File: src/rtl/instr_fetch_unit_pkg.sv
// instr_fetch_unit_pkg: fetch FSM state encoding and shared word constants.
package instr_fetch_unit_pkg;
  localparam int WORD_W = 32;
  localparam logic [WORD_W-1:0] NOP_WORD = '0;
  typedef enum logic [1:0] {IFU_IDLE, IFU_REQ, IFU_DISCARD} ifu_state_t;
endpackage

File: src/rtl/ifu_fifo.sv
// ifu_fifo: prefetch FIFO of {addr, data} pairs with a synchronous clear.
module ifu_fifo
  import instr_fetch_unit_pkg::*;
#(
  parameter int DEPTH = 4
) (
  input  logic                  clk,
  input  logic                  reset,
  input  logic                  push,
  input  logic                  pop,
  input  logic                  clear,
  input  logic [WORD_W-1:0]     in_addr,
  input  logic [WORD_W-1:0]     in_data,
  output logic [WORD_W-1:0]     head_addr,
  output logic [WORD_W-1:0]     head_data,
  output logic [$clog2(DEPTH):0] count,
  output logic                  full,
  output logic                  empty
);
  localparam int AW = $clog2(DEPTH);
  localparam int CW = AW + 1;
  logic [2*WORD_W-1:0] mem [DEPTH];
  logic [AW-1:0] rd, wr;
  logic do_push, do_pop;
  assign full = count == CW'(DEPTH);
  assign empty = count == '0;
  assign do_push = push && !full;
  assign do_pop = pop && !empty;
  assign {head_addr, head_data} = mem[rd];
  always_ff @(posedge clk)
    if (do_push) mem[wr] <= {in_addr, in_data};
  always_ff @(posedge clk) begin
    if (!reset || clear) begin
      rd <= '0;
      wr <= '0;
      count <= '0;
    end else begin
      wr <= do_push ? wr + 1'b1 : wr;
      rd <= do_pop ? rd + 1'b1 : rd;
      count <= count + CW'(do_push) - CW'(do_pop);
    end
  end
endmodule

File: src/rtl/instr_fetch_unit.sv
// instr_fetch_unit: req/ack instruction fetcher feeding a prefetch FIFO.
// Define IFU_PERF_CNT_EN to add fetch_count/flush_count performance counters.
module instr_fetch_unit
  import instr_fetch_unit_pkg::*;
#(
  parameter int DEPTH = 4,
  parameter logic [WORD_W-1:0] RESET_PC = 32'h0000_0000
) (
  input  logic              clk,
  input  logic              reset,
  output logic              mem_req,
  output logic [WORD_W-1:0] mem_addr,
  input  logic              mem_ack,
  input  logic [WORD_W-1:0] mem_rdata,
  output logic [WORD_W-1:0] instruction,
  output logic [WORD_W-1:0] instr_pc,
  output logic              instr_valid,
`ifdef IFU_PERF_CNT_EN
  output logic [31:0]       fetch_count,
  output logic [31:0]       flush_count,
`endif
  input  logic              sys_dne,
  input  logic              redirect,
  input  logic [WORD_W-1:0] redirect_pc
);
  localparam int CW = $clog2(DEPTH) + 1;
  ifu_state_t state, state_n;
  logic [WORD_W-1:0] fetch_pc, fetch_pc_n, mem_addr_n, head_addr, head_data;
  logic [CW-1:0] count, count_n;
  logic full, empty, push, pop, space;
  assign mem_req = state != IFU_IDLE;
  assign push = mem_ack && state == IFU_REQ && !redirect && !full;
  assign pop = sys_dne && !empty && !redirect;
  assign count_n = count + CW'(push) - CW'(pop);
  assign space = count_n < CW'(DEPTH);
  assign instr_valid = !empty;
  assign instruction = empty ? NOP_WORD : head_data;
  assign instr_pc = empty ? NOP_WORD : head_addr;
  ifu_fifo #(.DEPTH(DEPTH)) u_fifo (
    .clk(clk), .reset(reset), .push(push), .pop(pop), .clear(redirect),
    .in_addr(mem_addr), .in_data(mem_rdata), .head_addr(head_addr),
    .head_data(head_data), .count(count), .full(full), .empty(empty)
  );
  always_comb begin
    state_n = state;
    case (state)
      IFU_IDLE: state_n = (!redirect && space) ? IFU_REQ : IFU_IDLE;
      IFU_REQ: state_n = mem_ack ? ((redirect || space) ? IFU_REQ : IFU_IDLE)
                                 : (redirect ? IFU_DISCARD : IFU_REQ);
      IFU_DISCARD: state_n = mem_ack ? IFU_REQ : IFU_DISCARD;
      default: state_n = IFU_IDLE;
    endcase
    fetch_pc_n = redirect ? redirect_pc : push ? fetch_pc + 1'b1 : fetch_pc;
    // a discarded request keeps its old address on the bus until acked
    mem_addr_n = state_n == IFU_REQ ? fetch_pc_n : mem_addr;
  end
  always_ff @(posedge clk) begin
    if (!reset) begin
      state <= IFU_IDLE;
      fetch_pc <= RESET_PC;
      mem_addr <= RESET_PC;
    end else begin
      state <= state_n;
      fetch_pc <= fetch_pc_n;
      mem_addr <= mem_addr_n;
    end
  end
`ifdef IFU_PERF_CNT_EN
  always_ff @(posedge clk) begin
    if (!reset) begin
      fetch_count <= '0;
      flush_count <= '0;
    end else begin
      fetch_count <= fetch_count + 32'(mem_ack && mem_req);
      flush_count <= flush_count + 32'(redirect);
    end
  end
`endif
endmodule

File: config.mk
export PLATFORM = sky130hd
export DESIGN_NAME = instr_fetch_unit
export DESIGN_NICKNAME = d
export VERILOG_FILES = /design/src/rtl/instr_fetch_unit_pkg.sv /design/src/rtl/ifu_fifo.sv /design/src/rtl/instr_fetch_unit.sv
export SDC_FILE = /design/constraint.sdc
export NUM_CORES = 1
export LEC_CHECK = 0
export CAP_MARGIN = 5
export CELL_PAD_IN_SITES_DETAIL_PLACEMENT = 0
export CELL_PAD_IN_SITES_GLOBAL_PLACEMENT = 1
export CORE_MARGIN = 2
export CORE_UTILIZATION = 35
export DETAILED_ROUTE_END_ITERATION = 12
export PLACE_DENSITY = 0.66
export REMOVE_ABC_BUFFERS = 1
export SLEW_MARGIN = 0
export SYNTH_ARGS = -nofsm -noshare
export SYNTH_HDL_FRONTEND = slang
export SYNTH_SLANG_ARGS = --single-unit
File: constraint.sdc
create_clock -name clk -period 4.33 [get_ports clk]
set_input_delay 0.866 -clock clk [delete_from_list [all_inputs] [get_ports clk]]
set_output_delay 0.866 -clock clk [all_outputs]
set_load 0.01 [all_outputs]
### Word-level counts from Yosys, hierarchy flattened

Memory sizes are Yosys's and may differ from the RTL's. A register that Yosys moved wholly into a read port is not among the register bits.
Index checks and enable logic that the tools add are counted.

* memories: 1
* memory bits (writable): 256
* output and inout bits: 98
* logic and storage cells: 50
* flip-flop bits (word level): 73

Memories
* u_fifo.mem: words 4, bits a word 64, rd ports 1, clocked after memory_dff 1, write ports 1, RTL line ifu_fifo.sv:22 `logic [2*WORD_W-1:0] mem [DEPTH];`

* add/sub/neg operators: 7
* $lt $le $gt $ge: 1
* reduce and logical (&&, ||, !) cells: 17
* equality and inequality tests: 4
* muxes and demuxes: 14

Operator list (count)
* 32-bit 2-to-1 mux: 4
* 32-bit by 1-bit adder with 32-bit output (second input constant): 1
* 2-bit 2-to-1 mux: 5
* 1-bit logical AND: 8
* 3-bit by 1-bit adder with 3-bit output: 2
* 2-bit one-hot mux with 3 select lines: 1
* 3-bit by 1-bit subtractor with 3-bit output: 2
* 2-bit by 1-bit adder with 2-bit output (second input constant): 2
* 2-bit by 1-bit equality test with 1-bit output (second input constant): 2
* 1-bit logical NOT: 4
* 1-bit 2-to-1 mux: 4
* 3-bit equality test (second input constant): 1
* 3-bit logical NOT: 1
* 3-bit < comparator (second input constant): 1
* 2-bit equality test (second input constant): 1
* 2-bit logical NOT: 1
* 1-bit logical OR: 2
* 2-bit nonzero test: 1

### Depth between registers and ports, before layout

Gate-level depths: netlist of the first run.

* depth after elaboration: 12
* depth in mapped cells: 13
* mapped depth without buffers: 12

### Cells and area by module

From an unflattened synthesis of the first run, not the netlist that was laid out.

* cells, all modules: 861
* area, all modules: 13476.7 µm²

Modules (own cells, without submodules)
* ifu_fifo: cells each 386, area an instance 9699.3 µm², instances 1
* instr_fetch_unit: cells each 475, area an instance 3777.4 µm², instances 1

### Worst setup path after synthesis of the first run

Ideal clock, no wire load.

* kind: input -> register
* start point: input redirect
* end point: register mem_addr[28]
* library setup time: 0.115 ns
* required time: 4.215 ns
* stages on the path: 12
* arrival: 3.206 ns
* path slack: 1.008 ns
* cell sequence: clkbuf_1 > clkbuf_1 > nor2_1 > ha_1 > inv_1 > ha_1 > nor2b_1 > and3b_1 > a2111o_1 > o21a_2 > buf_4 > a31o_1

* word-level cells in the longest chain between the ends: 11

RTL lines
* start: declaration: RTL line instr_fetch_unit.sv:23 `input logic redirect,`
* 1-bit logical NOT: RTL line instr_fetch_unit.sv:32, instr_fetch_unit.sv:33, instr_fetch_unit.sv:47
* 1-bit logical AND (2 in a row): RTL line instr_fetch_unit.sv:32 `assign push = mem_ack && state == IFU_REQ && !redirect && !full;`
* 3-bit by 1-bit adder with 3-bit output: RTL line instr_fetch_unit.sv:34 `assign count_n = count + CW'(push) - CW'(pop);`
* 3-bit by 1-bit subtractor with 3-bit output: RTL line instr_fetch_unit.sv:34
* 3-bit < comparator: RTL line instr_fetch_unit.sv:35 `assign space = count_n < CW'(DEPTH);`
* 1-bit logical OR: RTL line instr_fetch_unit.sv:48 `IFU_REQ: state_n = mem_ack ? ((redirect || space) ? IFU_REQ : IFU_IDLE)`
* 1-bit 2-to-1 mux: RTL line instr_fetch_unit.sv:48
* 2-bit 2-to-1 mux: RTL line instr_fetch_unit.sv:48
* 2-bit one-hot mux with 3 select lines: RTL line instr_fetch_unit.sv:46 `case (state)`
* 2-bit by 1-bit equality test with 1-bit output: RTL line instr_fetch_unit.sv:55 `mem_addr_n = state_n == IFU_REQ ? fetch_pc_n : mem_addr;`
* end signal: assignment: RTL line instr_fetch_unit.sv:65 `mem_addr <= mem_addr_n;`
* end: declaration: RTL line instr_fetch_unit.sv:12 `output logic [WORD_W-1:0] mem_addr,`

Several ways; a longest one is shown, not always the timed one.
A chain may end at the register's enable or synchronous reset.

==> impl_metrics.prom, run 1 <==
# TYPE chip_impl_metric gauge
chip_impl_metric{name="first_iter_violations",unit=""} 496
chip_impl_metric{name="drive_gt1_frac",unit=""} 0.149
chip_impl_metric{name="latest_clock_arrival_within_the_worst_skew_pair",unit="ns"} 0.52
chip_impl_metric{name="post_cts_sizing",unit=""} 0
chip_impl_info{name="tritoncts",value="yes"} 1
chip_impl_metric{name="drt_first_pass_iters",unit=""} 4
chip_impl_info{name="final_common_cell",value="sky130_fd_sc_hd__edfxtp_1"} 1
chip_impl_metric{name="area_of_the_multi_input_gates",unit="mm2"} 0.00392
chip_impl_metric{name="cellInternalPower",unit="W"} 0.00550
chip_impl_metric{name="max_clock_freq",unit="MHz"} 275
chip_impl_metric{name="n_antenna_cell",unit=""} 0
chip_impl_metric{name="hold-worst-slack",unit="ns"} 0.520
chip_impl_metric{name="layoutNonFillerInstCount",unit=""} 1541
chip_impl_metric{name="power.share.switching",unit=""} 0.208
chip_impl_metric{name="final-setup-viol-count",unit=""} 0
chip_impl_metric{name="setup.reg_to_reg.worst_slack",unit="ns"} 1.01
chip_impl_metric{name="synthDistinctLibCells",unit=""} 55
chip_impl_metric{name="maximum_number_of_pins_on_one_net_before_global_route_repair",unit=""} 67
chip_impl_info{name="hold_path_class",value="reg2reg"} 1
chip_impl_metric{name="grt_usage",unit=""} 0.158
chip_impl_metric{name="yosys_register_bits",unit=""} 331
chip_impl_metric{name="cellPowerDensity",unit="mW/mm2"} 412
chip_impl_metric{name="share_clk_of_total_power",unit=""} 0.438
chip_impl_metric{name="total_switching_power",unit="W"} 0.00145
chip_impl_info{name="mostFrequentLayoutCells",value="sky130_fd_sc_hd__edfxtp_1, sky130_fd_sc_hd__clkdlybuf4s50_1, sky130_fd_sc_hd__and2_1, sky130_fd_sc_hd__dfxtp_1, sky130_fd_sc_hd__mux4_2"} 1
chip_impl_metric{name="cts_made_buffers",unit=""} 37
chip_impl_info{name="setup.worst_path.class",value="reg2out"} 1
chip_impl_metric{name="n_fill_cell",unit=""} 3401
chip_impl_metric{name="seqCellArea",unit="mm2"} 0.00920
chip_impl_metric{name="row_count",unit=""} 71
chip_impl_metric{name="cp_data_required_time",unit="ns"} 3.46
chip_impl_metric{name="postCtsSetupRepairBufs",unit=""} 0
chip_impl_metric{name="numPlacedInstances",unit=""} 1475
chip_impl_metric{name="syn-instance-count",unit=""} 826
chip_impl_metric{name="synth_edf_count",unit=""} 256
chip_impl_info{name="status",value="finished clean"} 1
chip_impl_info{name="setup.worst_path.start_class",value="flop"} 1
chip_impl_metric{name="fin_util",unit=""} 0.449
chip_impl_metric{name="post_synth_instance_area",unit="mm2"} 0.0133
chip_impl_metric{name="grt_pass1_vias",unit=""} 7677
chip_impl_metric{name="chipWidth",unit="um"} 199
chip_impl_metric{name="via_per_inst",unit=""} 4.91
chip_impl_metric{name="final.setup.tns",unit="ns"} 0
chip_impl_metric{name="clock-sinks",unit=""} 331
chip_impl_metric{name="slew_viol_final",unit=""} 0
chip_impl_metric{name="route.vias.total",unit=""} 7560
chip_impl_info{name="ys_dominant_reg_cell",value="sky130_fd_sc_hd__edfxtp_1"} 1
chip_impl_metric{name="final_layout_net_count",unit=""} 1082
chip_impl_metric{name="synth-warning-count",unit=""} 0
chip_impl_metric{name="worst_setup_hold_path_clk_slew",unit="ns"} 0.06
chip_impl_metric{name="grt_first_pass_wirelength",unit="mm"} 46.4
chip_impl_metric{name="total_leakage_power",unit="nW"} 5.54
chip_impl_metric{name="htreeDepth",unit=""} 2
chip_impl_metric{name="max_slew.worst_pin.slew",unit="ns"} 0.953
chip_impl_metric{name="syn_avg_cell_area",unit="um2"} 16.1
chip_impl_metric{name="p_seq_frac",unit=""} 0.510
chip_impl_metric{name="initial_core_utilization",unit=""} 0.355
chip_impl_metric{name="finClkSkew",unit="ns"} 0.0143
chip_impl_metric{name="report.power.total",unit="W"} 0.00695
chip_impl_metric{name="slew-limit-headroom",unit=""} 0.364
chip_impl_metric{name="routed_wire_length_per_instance",unit="um"} 20.1
chip_impl_metric{name="hold_violations",unit=""} 0
chip_impl_metric{name="detailed_place_hpwl",unit="mm"} 19.0
chip_impl_metric{name="top_level_ports",unit=""} 167
chip_impl_metric{name="cts.path.max_buffers",unit=""} 3
chip_impl_metric{name="combPwrFrac",unit=""} 0.052
chip_impl_metric{name="routed_wl",unit="mm"} 30.9
chip_impl_metric{name="vdd.ir_drop.worst",unit="uV"} 197
chip_impl_metric{name="drv.max_cap_violation_count",unit=""} 0
chip_impl_metric{name="crit_arrival",unit="ns"} 2.77
chip_impl_metric{name="area_delta_synth_final",unit="%"} 26.5
chip_impl_metric{name="layout_worst_path_cycle_share",unit=""} 0.839
chip_impl_info{name="grt_setup_unrepaired",value="no"} 1
chip_impl_metric{name="globalplace.congestion",unit=""} 0.783
chip_impl_info{name="kind_of_capture_point_of_the_worst_setup_path",value="output port"} 1
chip_impl_metric{name="grt_overflow_total",unit=""} 0
chip_impl_metric{name="ys_async_sr_fraction",unit=""} 0
chip_impl_metric{name="core_area",unit="mm2"} 0.0376
chip_impl_metric{name="drc",unit=""} 0
chip_impl_metric{name="postRouteAntennaNets",unit=""} 0
chip_impl_metric{name="post-route-min-period",unit="ns"} 3.63
chip_impl_metric{name="count_of_hold_fix_buffers_inserted_at_cts",unit=""} 0
chip_impl_metric{name="timing.critical_path.fanout_max",unit=""} 25
chip_impl_info{name="cts_root_buffer",value="sky130_fd_sc_hd__clkbuf_16"} 1
chip_impl_metric{name="die_h",unit="um"} 199
chip_impl_metric{name="sequential_area_share_after_synthesis",unit=""} 0.690
chip_impl_metric{name="die_area",unit="mm2"} 0.0396
chip_impl_metric{name="buffer_ports.inserted",unit=""} 166
chip_impl_metric{name="antenna_violations_before_repair",unit=""} 0
[path summary, 6_finish.rpt]
kind / from / end / cells past startpoint
worst min-delay path: mem_addr[4]$_SDFFE_PN0N_ / mem_addr[4]$_SDFFE_PN0N_ / 2
worst min register to register: mem_addr[4]$_SDFFE_PN0N_ / mem_addr[4]$_SDFFE_PN0N_ / 2
worst max-delay path: flop / instruction[18] / 4
worst max register to register: u_fifo.count[1]$_SDFF_PP0_ / mem_addr[6]$_SDFFE_PN0N_ / 13
[cells in the mapped netlist, types with 2 or more instances]
master / n / share of area
sky130_fd_sc_hd__o211ai_1: 9 / 0.0051
sky130_fd_sc_hd__or3_1: 2 / 0.00094
sky130_fd_sc_hd__nor2_1: 31 / 0.0087
sky130_fd_sc_hd__nand4_1: 14 / 0.0066
sky130_fd_sc_hd__nand3_1: 25 / 0.0094
sky130_fd_sc_hd__nor2b_1: 2 / 0.00094
sky130_fd_sc_hd__or4_1: 2 / 0.0011
sky130_fd_sc_hd__inv_1: 10 / 0.0028
sky130_fd_sc_hd__nor4_1: 5 / 0.0023
sky130_fd_sc_hd__mux4_2: 64 / 0.11
sky130_fd_sc_hd__a2111oi_2: 2 / 0.0023
sky130_fd_sc_hd__dfxtp_1: 75 / 0.11
sky130_fd_sc_hd__xor2_1: 14 / 0.0092
sky130_fd_sc_hd__o21ai_1: 13 / 0.0049
sky130_fd_sc_hd__a211oi_1: 2 / 0.0011
sky130_fd_sc_hd__a21oi_1: 19 / 0.0071
sky130_fd_sc_hd__buf_4: 4 / 0.0023
sky130_fd_sc_hd__buf_1: 8 / 0.0023
sky130_fd_sc_hd__buf_2: 5 / 0.0019
sky130_fd_sc_hd__and3_1: 11 / 0.0052
sky130_fd_sc_hd__a31o_1: 2 / 0.0013
sky130_fd_sc_hd__mux2i_1: 15 / 0.011
sky130_fd_sc_hd__nand2_1: 43 / 0.012
sky130_fd_sc_hd__nor3_1: 8 / 0.0030
sky130_fd_sc_hd__nand2b_1: 9 / 0.0042
sky130_fd_sc_hd__o211a_1: 8 / 0.0060
sky130_fd_sc_hd__xnor2_1: 22 / 0.014
sky130_fd_sc_hd__clkbuf_1: 28 / 0.0079
sky130_fd_sc_hd__ha_1: 9 / 0.0085
sky130_fd_sc_hd__edfxtp_1: 256 / 0.58
sky130_fd_sc_hd__o21ai_0: 9 / 0.0034
sky130_fd_sc_hd__and4_1: 5 / 0.0033
sky130_fd_sc_hd__and2_1: 73 / 0.034
[state kept, by name, summed over array words and instances (netlist names), named ones only]
signal        cells
fetch_pc         32
mem_addr         32
state             2
u_fifo.count      3
u_fifo.mem      256
u_fifo.rd         2
u_fifo.wr         2
[power groups by stage]
stage | Clock, W | Combinational (W) | Sequential (W)
floorplan | 0 | 0.000137 | 0.00360
CTS | 0.00314 | 0.000367 | 0.00355
detailed placement | 0 | 0.000364 | 0.00361
global route | 0.00327 | 0.000391 | 0.00355
global placement | 0 | 0.000362 | 0.00361
finish | 0.00305 | 0.000358 | 0.00355
[metal layers]
| layer | vias to the layer above | wire length (um) | global-route usage |
|---|---|---|---|
| li1 | 3516 | - | - |
| met1 | 3818 | 14300 | 0.217 |
| met2 | 184 | 14800 | 0.261 |
| met3 | 42 | 1340 | 0.0287 |
| met4 | 0 | 503 | 0.0392 |
| met5 | - | 0 | 0 |
[stage by stage]
stage / cell area (um2) / setup WS [ns]
5_1_grt: 16900 / 0.487
2_1_floorplan: 13100 / -0.100
3_3_place_gp: 15700 / 0.565
6_report: 16900 / 0.698
4_1_cts: 16900 / 0.563
3_5_place_dp: 15700 / 0.490
[worst max-delay path, cell delays in order (launching register included)]
cell	delay, ns
sky130_fd_sc_hd__dfxtp_4	0.69
sky130_fd_sc_hd__buf_12	0.29
sky130_fd_sc_hd__mux4_2	0.53
sky130_fd_sc_hd__and2_1	0.19
sky130_fd_sc_hd__clkdlybuf4s50_1	0.48
[final cells by class]
cell class | count | share of cell area
Sequential cell | 331 | 0.545
Tap cell | 511 | 0.0379
Clock inverter | 18 | 0.00980
Timing Repair Buffer | 183 | 0.111
Multi-Input combinational cell | 438 | 0.233
Clock buffer | 48 | 0.0605
Inverter | 12 | 0.00267
[cell families after synthesis]
family	Yosys count	synth area share
flops	331	0.690
simple gates	244	0.105
mux	79	0.119
compound gates	69	0.0351
buf+inv	57	0.0177
xor+xnor	36	0.0237
fa+ha+maj	10	0.00995
Note: power is estimated with default switching activity, not from simulation.
==> run 2: changes to the inputs <==
PLACE_DENSITY = 0.68   (was 0.66)
clock period = 3.15 ns   (was 4.33 ns; I/O delays follow)
==> run 2 against run 1 <==
Register-to-register slack worse by 0.86 ns. Cell count is 1.8% higher. Sequential share of layout area fell by 1.3 points. Clock skew fell by 0.0035 ns. Highest routed layer unchanged.
==> impl_metrics.prom, run 2 (synthesis results as in run 1) <==
# TYPE chip_impl_metric gauge
chip_impl_metric{name="numPlacedInstances",unit=""} 1491
chip_impl_metric{name="finClkSkew",unit="ns"} 0.0108
chip_impl_metric{name="latest_clock_arrival_within_the_worst_skew_pair",unit="ns"} 0.52
chip_impl_metric{name="max_slew.worst_pin.slew",unit="ns"} 0.676
chip_impl_metric{name="grt_usage",unit=""} 0.164
chip_impl_metric{name="cts.path.max_buffers",unit=""} 3
chip_impl_info{name="mostFrequentLayoutCells",value="sky130_fd_sc_hd__edfxtp_1, sky130_fd_sc_hd__clkdlybuf4s50_1, sky130_fd_sc_hd__and2_1, sky130_fd_sc_hd__dfxtp_1, sky130_fd_sc_hd__mux4_2"} 1
chip_impl_metric{name="grt_overflow_total",unit=""} 0
chip_impl_metric{name="clock-sinks",unit=""} 331
chip_impl_metric{name="worst_setup_hold_path_clk_slew",unit="ns"} 0.06
chip_impl_metric{name="hold_violations",unit=""} 0
chip_impl_metric{name="globalplace.congestion",unit=""} 0.793
chip_impl_metric{name="layoutNonFillerInstCount",unit=""} 1568
chip_impl_metric{name="maximum_number_of_pins_on_one_net_before_global_route_repair",unit=""} 67
chip_impl_metric{name="vdd.ir_drop.worst",unit="uV"} 301
chip_impl_metric{name="top_level_ports",unit=""} 167
chip_impl_metric{name="max_clock_freq",unit="MHz"} 324
chip_impl_info{name="critPathTopFamily",value="buffers and inverters"} 1
chip_impl_metric{name="total_leakage_power",unit="nW"} 5.94
chip_impl_info{name="critical_path.cell_chain",value="buf_12 > buf_16 > mux4_2 > and2_1 > clkdlybuf4s50_1"} 1
chip_impl_info{name="hold_path_startpoint",value="mem_addr[6]$_SDFFE_PN0N_"} 1
chip_impl_metric{name="first_iter_violations",unit=""} 447
chip_impl_metric{name="routed_wire_length_per_instance",unit="um"} 20.4
chip_impl_metric{name="slew_viol_final",unit=""} 0
chip_impl_metric{name="min_delay_path_depth",unit=""} 2
chip_impl_metric{name="drc",unit=""} 0
chip_impl_metric{name="area_delta_synth_final",unit="%"} 29.7
chip_impl_metric{name="final.setup.tns",unit="ns"} 0
chip_impl_metric{name="drive_gt1_frac",unit=""} 0.168
chip_impl_metric{name="initial_core_utilization",unit=""} 0.355
chip_impl_metric{name="final-setup-viol-count",unit=""} 0
chip_impl_metric{name="area_of_the_multi_input_gates",unit="mm2"} 0.00392
chip_impl_metric{name="cp_data_required_time",unit="ns"} 2.52
chip_impl_info{name="r2r-start",value="u_fifo.count[2]$_SDFF_PP0_"} 1
chip_impl_metric{name="seqCellArea",unit="mm2"} 0.00920
chip_impl_metric{name="htreeDepth",unit=""} 2
chip_impl_metric{name="via_per_inst",unit=""} 4.88
chip_impl_info{name="final_common_cell",value="sky130_fd_sc_hd__edfxtp_1"} 1
chip_impl_metric{name="timing.reg2reg.worst_path_depth",unit=""} 12
chip_impl_metric{name="die_area",unit="mm2"} 0.0396
chip_impl_metric{name="slew-limit-headroom",unit=""} 0.545
chip_impl_metric{name="post-route-min-period",unit="ns"} 3.09
chip_impl_metric{name="row_count",unit=""} 71
chip_impl_metric{name="timing.critical_path.fanout_max",unit=""} 17
chip_impl_info{name="setup.worst_path.start_class",value="flop"} 1
chip_impl_info{name="min_to",value="mem_addr[6]$_SDFFE_PN0N_"} 1
chip_impl_metric{name="buffer_ports.inserted",unit=""} 166
chip_impl_metric{name="critical_path.max_stage_delay",unit="ns"} 0.50
chip_impl_metric{name="core_area",unit="mm2"} 0.0376
chip_impl_metric{name="cts_made_buffers",unit=""} 38
chip_impl_metric{name="count_of_hold_fix_buffers_inserted_at_cts",unit=""} 0
chip_impl_metric{name="cellPowerDensity",unit="mW/mm2"} 563
chip_impl_metric{name="final_layout_net_count",unit=""} 1109
chip_impl_info{name="cts_root_buffer",value="sky130_fd_sc_hd__clkbuf_16"} 1
chip_impl_metric{name="critical_path_buf_inv_count",unit=""} 3
chip_impl_metric{name="chipWidth",unit="um"} 199
chip_impl_metric{name="setup.reg_to_reg.worst_slack",unit="ns"} 0.15
chip_impl_info{name="hold_path_class",value="reg2reg"} 1
chip_impl_metric{name="crit_arrival",unit="ns"} 2.46
chip_impl_metric{name="antenna_violations_before_repair",unit=""} 0
chip_impl_metric{name="grt_pass1_vias",unit=""} 8052
chip_impl_info{name="tritoncts",value="yes"} 1
chip_impl_metric{name="drv.max_cap_violation_count",unit=""} 0
chip_impl_info{name="grt_setup_unrepaired",value="yes"} 1
chip_impl_info{name="timing.critical_path.slowest_stage_cell",value="sky130_fd_sc_hd__mux4_2"} 1
chip_impl_metric{name="die_h",unit="um"} 199
chip_impl_info{name="kind_of_capture_point_of_the_worst_setup_path",value="output port"} 1
chip_impl_metric{name="n_fill_cell",unit=""} 3335
chip_impl_metric{name="drt_first_pass_iters",unit=""} 4
chip_impl_info{name="setup.worst_path.class",value="reg2out"} 1
chip_impl_metric{name="layout_worst_path_cycle_share",unit=""} 0.981
chip_impl_metric{name="postRouteAntennaNets",unit=""} 0
chip_impl_metric{name="n_antenna_cell",unit=""} 0
chip_impl_metric{name="routed_wl",unit="mm"} 32.0
chip_impl_metric{name="route.vias.total",unit=""} 7648
chip_impl_info{name="regMostFlops",value="u_fifo.mem"} 1
chip_impl_info{name="status",value="finished clean"} 1
chip_impl_metric{name="detailed_place_hpwl",unit="mm"} 19.9
chip_impl_info{name="largest_registers",value="u_fifo.mem (256), fetch_pc (32), mem_addr (32)"} 1
chip_impl_metric{name="largest_register_ff_count",unit=""} 256
chip_impl_info{name="r2r_end",value="mem_addr[27]$_SDFFE_PN0N_"} 1
chip_impl_metric{name="grt_first_pass_wirelength",unit="mm"} 48.0
## run 2: changes by cell type in the layout (fill, tap and decap cells not counted), moves of 4 or more
cell,before,now
sky130_fd_sc_hd__buf_12,7,11
sky130_fd_sc_hd__buf_4,10,25
sky130_fd_sc_hd__dlymetal6s2s_1,0,14
sky130_fd_sc_hd__clkdlybuf4s50_1,165,151
## run 2: area by class of cell
class | count | share of cell area
clock buffers | 50 | 0.0594
clock inverters | 17 | 0.0119
inverters | 12 | 0.00261
multi-input cells | 438 | 0.227
flip-flops and latches | 331 | 0.532
well taps | 511 | 0.0370
repair buffers | 209 | 0.130
## run 2: report_power, final
part	internal (W)	switching, W
combinational	0.000271	0.000247
sequential	0.00479	0.0000906
clock	0.00270	0.00164
## run 2: how the worst max path moves through the flow
| stage | end | start | cells past startpoint |
|---|---|---|---|
| global placement | mem_addr[16]$_SDFFE_PN0N_ | sys_dne | 13 |
| global route | instruction[1] | flop | 4 |
| finish | instr_pc[19] | flop | 5 |
| detailed placement | mem_addr[12]$_SDFFE_PN0N_ | sys_dne | 13 |
| CTS | instruction[5] | flop | 4 |
| floorplan | instr_pc[0] | flop | 2 |
## run 2: metrics by stage
step	total power [W]	setup WS, ns	hold WS (ns)	utilization	cell area [um2]
after floorplan	0.00514	-1.04	0.485	-	13100
after detailed placement	0.00549	-0.118	0.519	0.422	15800
final	0.00973	0.0594	0.524	0.460	17300
after CTS	0.00987	-0.0414	0.531	0.456	17100
after global placement	0.00549	-0.108	0.505	0.422	15800
after global routing	0.0101	-0.0138	0.550	0.460	17300
## run 2: layer usage
metal	GRT usage	vias to the layer above	wire length [um]
met3	0.0277	46	1370
met4	0.0459	0	626
li1	-	3578	-
met2	0.268	164	15300
met1	0.226	3860	14700
met5	0	-	0
## run 2: worst reg2reg max path, cell delays in order, from the launching register on
cell                       delay (ns)
sky130_fd_sc_hd__dfxtp_1         0.33
sky130_fd_sc_hd__or3_2           0.53
sky130_fd_sc_hd__nand2_1         0.11
sky130_fd_sc_hd__nor2_1          0.05
sky130_fd_sc_hd__ha_1            0.17
sky130_fd_sc_hd__inv_1           0.05
sky130_fd_sc_hd__ha_1            0.21
sky130_fd_sc_hd__nor2b_1         0.13
sky130_fd_sc_hd__and3b_1         0.18
sky130_fd_sc_hd__a2111o_1        0.46
sky130_fd_sc_hd__o21a_2          0.29
sky130_fd_sc_hd__buf_4           0.18
sky130_fd_sc_hd__a31o_1          0.20
## run 2: what timing repair did
item                                    CTS  global route
gates resized for setup                   2            18
endpoints found under the setup margin   64            48
buffers inserted                          1             6
cloned                                    1             2
==> run 3: changes to the inputs <==
GPL_TIMING_DRIVEN = 0   (was not set)
==> run 3 against run 2 <==
Total power is 1.9% higher. First-iteration DRC count shrank 19%. Wire length grew 4.3%. Largest power group unchanged. Cell count down 0.64%. Fmax increased by 1.1%. Die area stayed put. Largest cell class unchanged. Non-clock buffer count shrank 15.
==> impl_metrics.prom, run 3 (synthesis results as in run 1) <==
# TYPE chip_impl_metric gauge
chip_impl_info{name="min_to",value="mem_addr[1]$_SDFFE_PN0N_"} 1
chip_impl_metric{name="cts_made_buffers",unit=""} 38
chip_impl_metric{name="numPlacedInstances",unit=""} 1464
chip_impl_metric{name="drt_first_pass_iters",unit=""} 5
chip_impl_metric{name="first_iter_violations",unit=""} 361
chip_impl_info{name="setup.worst_path.start_class",value="flop"} 1
chip_impl_metric{name="row_count",unit=""} 71
chip_impl_metric{name="report.power.total",unit="W"} 0.00992
chip_impl_metric{name="hold_violations",unit=""} 0
chip_impl_info{name="grt_setup_unrepaired",value="yes"} 1
chip_impl_metric{name="grt_overflow_total",unit=""} 0
chip_impl_metric{name="drive_gt1_frac",unit=""} 0.173
chip_impl_metric{name="power.share.switching",unit=""} 0.208
chip_impl_metric{name="buffer_ports.inserted",unit=""} 166
chip_impl_metric{name="vdd.ir_drop.worst",unit="uV"} 330
chip_impl_metric{name="crit_arrival",unit="ns"} 3.49
chip_impl_info{name="final_common_cell",value="sky130_fd_sc_hd__edfxtp_1"} 1
chip_impl_metric{name="share_clk_of_total_power",unit=""} 0.456
chip_impl_info{name="mostFrequentLayoutCells",value="sky130_fd_sc_hd__edfxtp_1, sky130_fd_sc_hd__clkdlybuf4s50_1, sky130_fd_sc_hd__and2_1, sky130_fd_sc_hd__dfxtp_1, sky130_fd_sc_hd__mux4_2"} 1
chip_impl_metric{name="timing.critical_path.fanout_max",unit=""} 16
chip_impl_metric{name="routed_wl",unit="mm"} 33.4
chip_impl_metric{name="clock-sinks",unit=""} 331
chip_impl_metric{name="worst_setup_hold_path_clk_slew",unit="ns"} 0.06
chip_impl_metric{name="latest_clock_arrival_within_the_worst_skew_pair",unit="ns"} 0.54
chip_impl_info{name="tritoncts",value="yes"} 1
chip_impl_metric{name="core_area",unit="mm2"} 0.0376
chip_impl_metric{name="slew-limit-headroom",unit=""} 0.373
chip_impl_metric{name="cp_data_required_time",unit="ns"} 3.58
chip_impl_metric{name="antenna_violations_before_repair",unit=""} 2
chip_impl_metric{name="setup.reg_to_reg.worst_slack",unit="ns"} 0.09
chip_impl_info{name="r2r-start",value="u_fifo.count[1]$_SDFF_PP0_"} 1
chip_impl_metric{name="min_delay_path_depth",unit=""} 2
chip_impl_metric{name="layout_worst_path_cycle_share",unit=""} 0.971
chip_impl_metric{name="grt_pass1_vias",unit=""} 7907
chip_impl_metric{name="p_seq_frac",unit=""} 0.491
chip_impl_metric{name="die_h",unit="um"} 199
chip_impl_info{name="cts_root_buffer",value="sky130_fd_sc_hd__clkbuf_16"} 1
chip_impl_metric{name="cellInternalPower",unit="W"} 0.00785
chip_impl_metric{name="route.vias.total",unit=""} 7742
chip_impl_metric{name="postRouteAntennaNets",unit=""} 0
chip_impl_metric{name="drc",unit=""} 0
chip_impl_info{name="timing.critical_path.slowest_stage_cell",value="sky130_fd_sc_hd__a2111o_1"} 1
chip_impl_metric{name="finClkSkew",unit="ns"} 0.0111
chip_impl_metric{name="final.setup.tns",unit="ns"} 0
chip_impl_metric{name="total_switching_power",unit="W"} 0.00206
chip_impl_metric{name="maximum_number_of_pins_on_one_net_before_global_route_repair",unit=""} 53
chip_impl_metric{name="initial_core_utilization",unit=""} 0.355
chip_impl_info{name="status",value="finished clean"} 1
chip_impl_info{name="critical_path.cell_chain",value="or3_4 > nand2_2 > nor2_1 > ha_2 > inv_1 > ha_1 > nor2b_1 > and3b_1 > a2111o_1 > buf_4 > o21a_4 > a31o_1"} 1
chip_impl_info{name="regMostFlops",value="u_fifo.mem"} 1
chip_impl_metric{name="count_of_hold_fix_buffers_inserted_at_cts",unit=""} 0
chip_impl_metric{name="dpl-instance-area",unit="mm2"} 0.0156
chip_impl_metric{name="post-route-min-period",unit="ns"} 3.06
chip_impl_metric{name="cts.path.max_buffers",unit=""} 3
chip_impl_metric{name="max_clock_freq",unit="MHz"} 327
chip_impl_info{name="setup.worst_path.class",value="reg2reg"} 1
chip_impl_metric{name="total_leakage_power",unit="nW"} 5.79
chip_impl_metric{name="timing.reg2reg.worst_path_depth",unit=""} 12
chip_impl_metric{name="final_cell_area",unit="mm2"} 0.0172
chip_impl_metric{name="htreeDepth",unit=""} 2
chip_impl_info{name="hold_path_startpoint",value="mem_addr[1]$_SDFFE_PN0N_"} 1
chip_impl_metric{name="n_antenna_cell",unit=""} 0
chip_impl_info{name="r2r_end",value="mem_addr[27]$_SDFFE_PN0N_"} 1
chip_impl_metric{name="combPwrFrac",unit=""} 0.053
chip_impl_metric{name="grt_first_pass_wirelength",unit="mm"} 49.4
chip_impl_metric{name="routed_wire_length_per_instance",unit="um"} 21.4
chip_impl_metric{name="final_layout_net_count",unit=""} 1097
chip_impl_metric{name="die_area",unit="mm2"} 0.0396
chip_impl_metric{name="max_slew.worst_pin.slew",unit="ns"} 0.940
chip_impl_metric{name="chipWidth",unit="um"} 199
chip_impl_metric{name="detailed_place_hpwl",unit="mm"} 18.5
chip_impl_metric{name="layoutNonFillerInstCount",unit=""} 1558
chip_impl_metric{name="cellPowerDensity",unit="mW/mm2"} 575
chip_impl_metric{name="largest_register_ff_count",unit=""} 256
chip_impl_metric{name="top_level_ports",unit=""} 167
chip_impl_metric{name="area_delta_synth_final",unit="%"} 29.4
chip_impl_info{name="kind_of_capture_point_of_the_worst_setup_path",value="flop"} 1
chip_impl_info{name="largest_registers",value="u_fifo.mem (256), fetch_pc (32), mem_addr (32)"} 1
chip_impl_info{name="hold_path_class",value="reg2reg"} 1
chip_impl_metric{name="via_per_inst",unit=""} 4.97
chip_impl_metric{name="globalplace.congestion",unit=""} 0.734
chip_impl_metric{name="drv.max_cap_violation_count",unit=""} 0
chip_impl_metric{name="grt_usage",unit=""} 0.171
chip_impl_metric{name="critical_path.max_stage_delay",unit="ns"} 0.48
chip_impl_metric{name="slew_viol_final",unit=""} 0
chip_impl_metric{name="final-setup-viol-count",unit=""} 0
## run 3: cell count changes in the layout (fill, tap and decap cells not counted), sizes merged
| cell | before | now |
|---|---|---|
| clkinvlp | 0 | 3 |
| dlygate4sd2 | 0 | 9 |
| dlymetal6s2s | 14 | 1 |
| buf | 42 | 30 |
| o21a | 2 | 3 |
| clkdlybuf4s50 | 151 | 154 |
| bufinv | 5 | 4 |
| bufbuf | 1 | 0 |
| or3 | 3 | 5 |
| inv | 12 | 11 |
| clkinv | 12 | 13 |
| clkbuf | 51 | 50 |
## run 3: what timing repair did
action,4_1_cts,5_1_grt
setup buffers,12,9
pin swaps,4,2
gates resized for setup,19,9
endpoints found under the setup margin,98,47
gates cloned,4,0
## run 3: metrics by stage
step                hold WS, ns   util  worst slack (ns)
detailed placement        0.510  0.416             -1.02
CTS                       0.521  0.456           -0.0242
global route              0.549  0.459          -0.00982
global placement          0.503  0.411             -3.45
floorplan                 0.485      -             -1.04
finish                    0.508  0.459            0.0923
## run 3: area by class of cell
class,count,area (um2)
fillers,3313,20300
flip-flops and latches,331,9200
multi-input cells,441,3980
repair buffers,194,2070
clock buffers,50,1110
well taps,511,639
clock inverters,19,194
inverters,12,45.0
## run 3: worst max-delay path by stage
stage | endpoint | cells past startpoint | startpoint | slack (ns)
5_1_grt | mem_addr[31]$_SDFFE_PN0N_ | 14 | u_fifo.count[1]$_SDFF_PP0_ | -0.01
4_1_cts | instr_pc[1] | 5 | flop | -0.02
2_1_floorplan | instr_pc[0] | 2 | flop | -1.04
3_3_place_gp | u_fifo.mem[2][10]$_DFFE_PP_ | 3 | redirect | -3.45
3_5_place_dp | mem_addr[23]$_SDFFE_PN0N_ | 12 | u_fifo.count[1]$_SDFF_PP0_ | -1.02
6_report | mem_addr[27]$_SDFFE_PN0N_ | 12 | u_fifo.count[1]$_SDFF_PP0_ | 0.09
## run 3: power by group through the flow
stage	registers, W	logic [W]	clock network [W]
final	0.00487	0.000522	0.00452
after global routing	0.00488	0.000564	0.00483
after CTS	0.00487	0.000522	0.00466
after detailed placement	0.00497	0.000487	0
after global placement	0.00497	0.000482	0
after floorplan	0.00496	0.000189	0
## run 3: critical path, delay by kind of cell, from the launching register on
family,cells,cell delay (ns)
and+or+nand+nor,5,0.87
adders and majority gates,2,0.42
AOI/OAI and AO/OA,3,1.02
buffers and inverters,2,0.23
DFF,1,0.39
## run 3: per-layer routing
layer  global-route usage  share of wire  up-vias  wire length (um)
met4               0.0578          0.023        0               769
met5                    0              0        -                 0
met2                0.274           0.47      198             15700
li1                     -              -     3568                 -
met3               0.0309          0.049       46              1650
met1                0.236           0.46     3930             15300
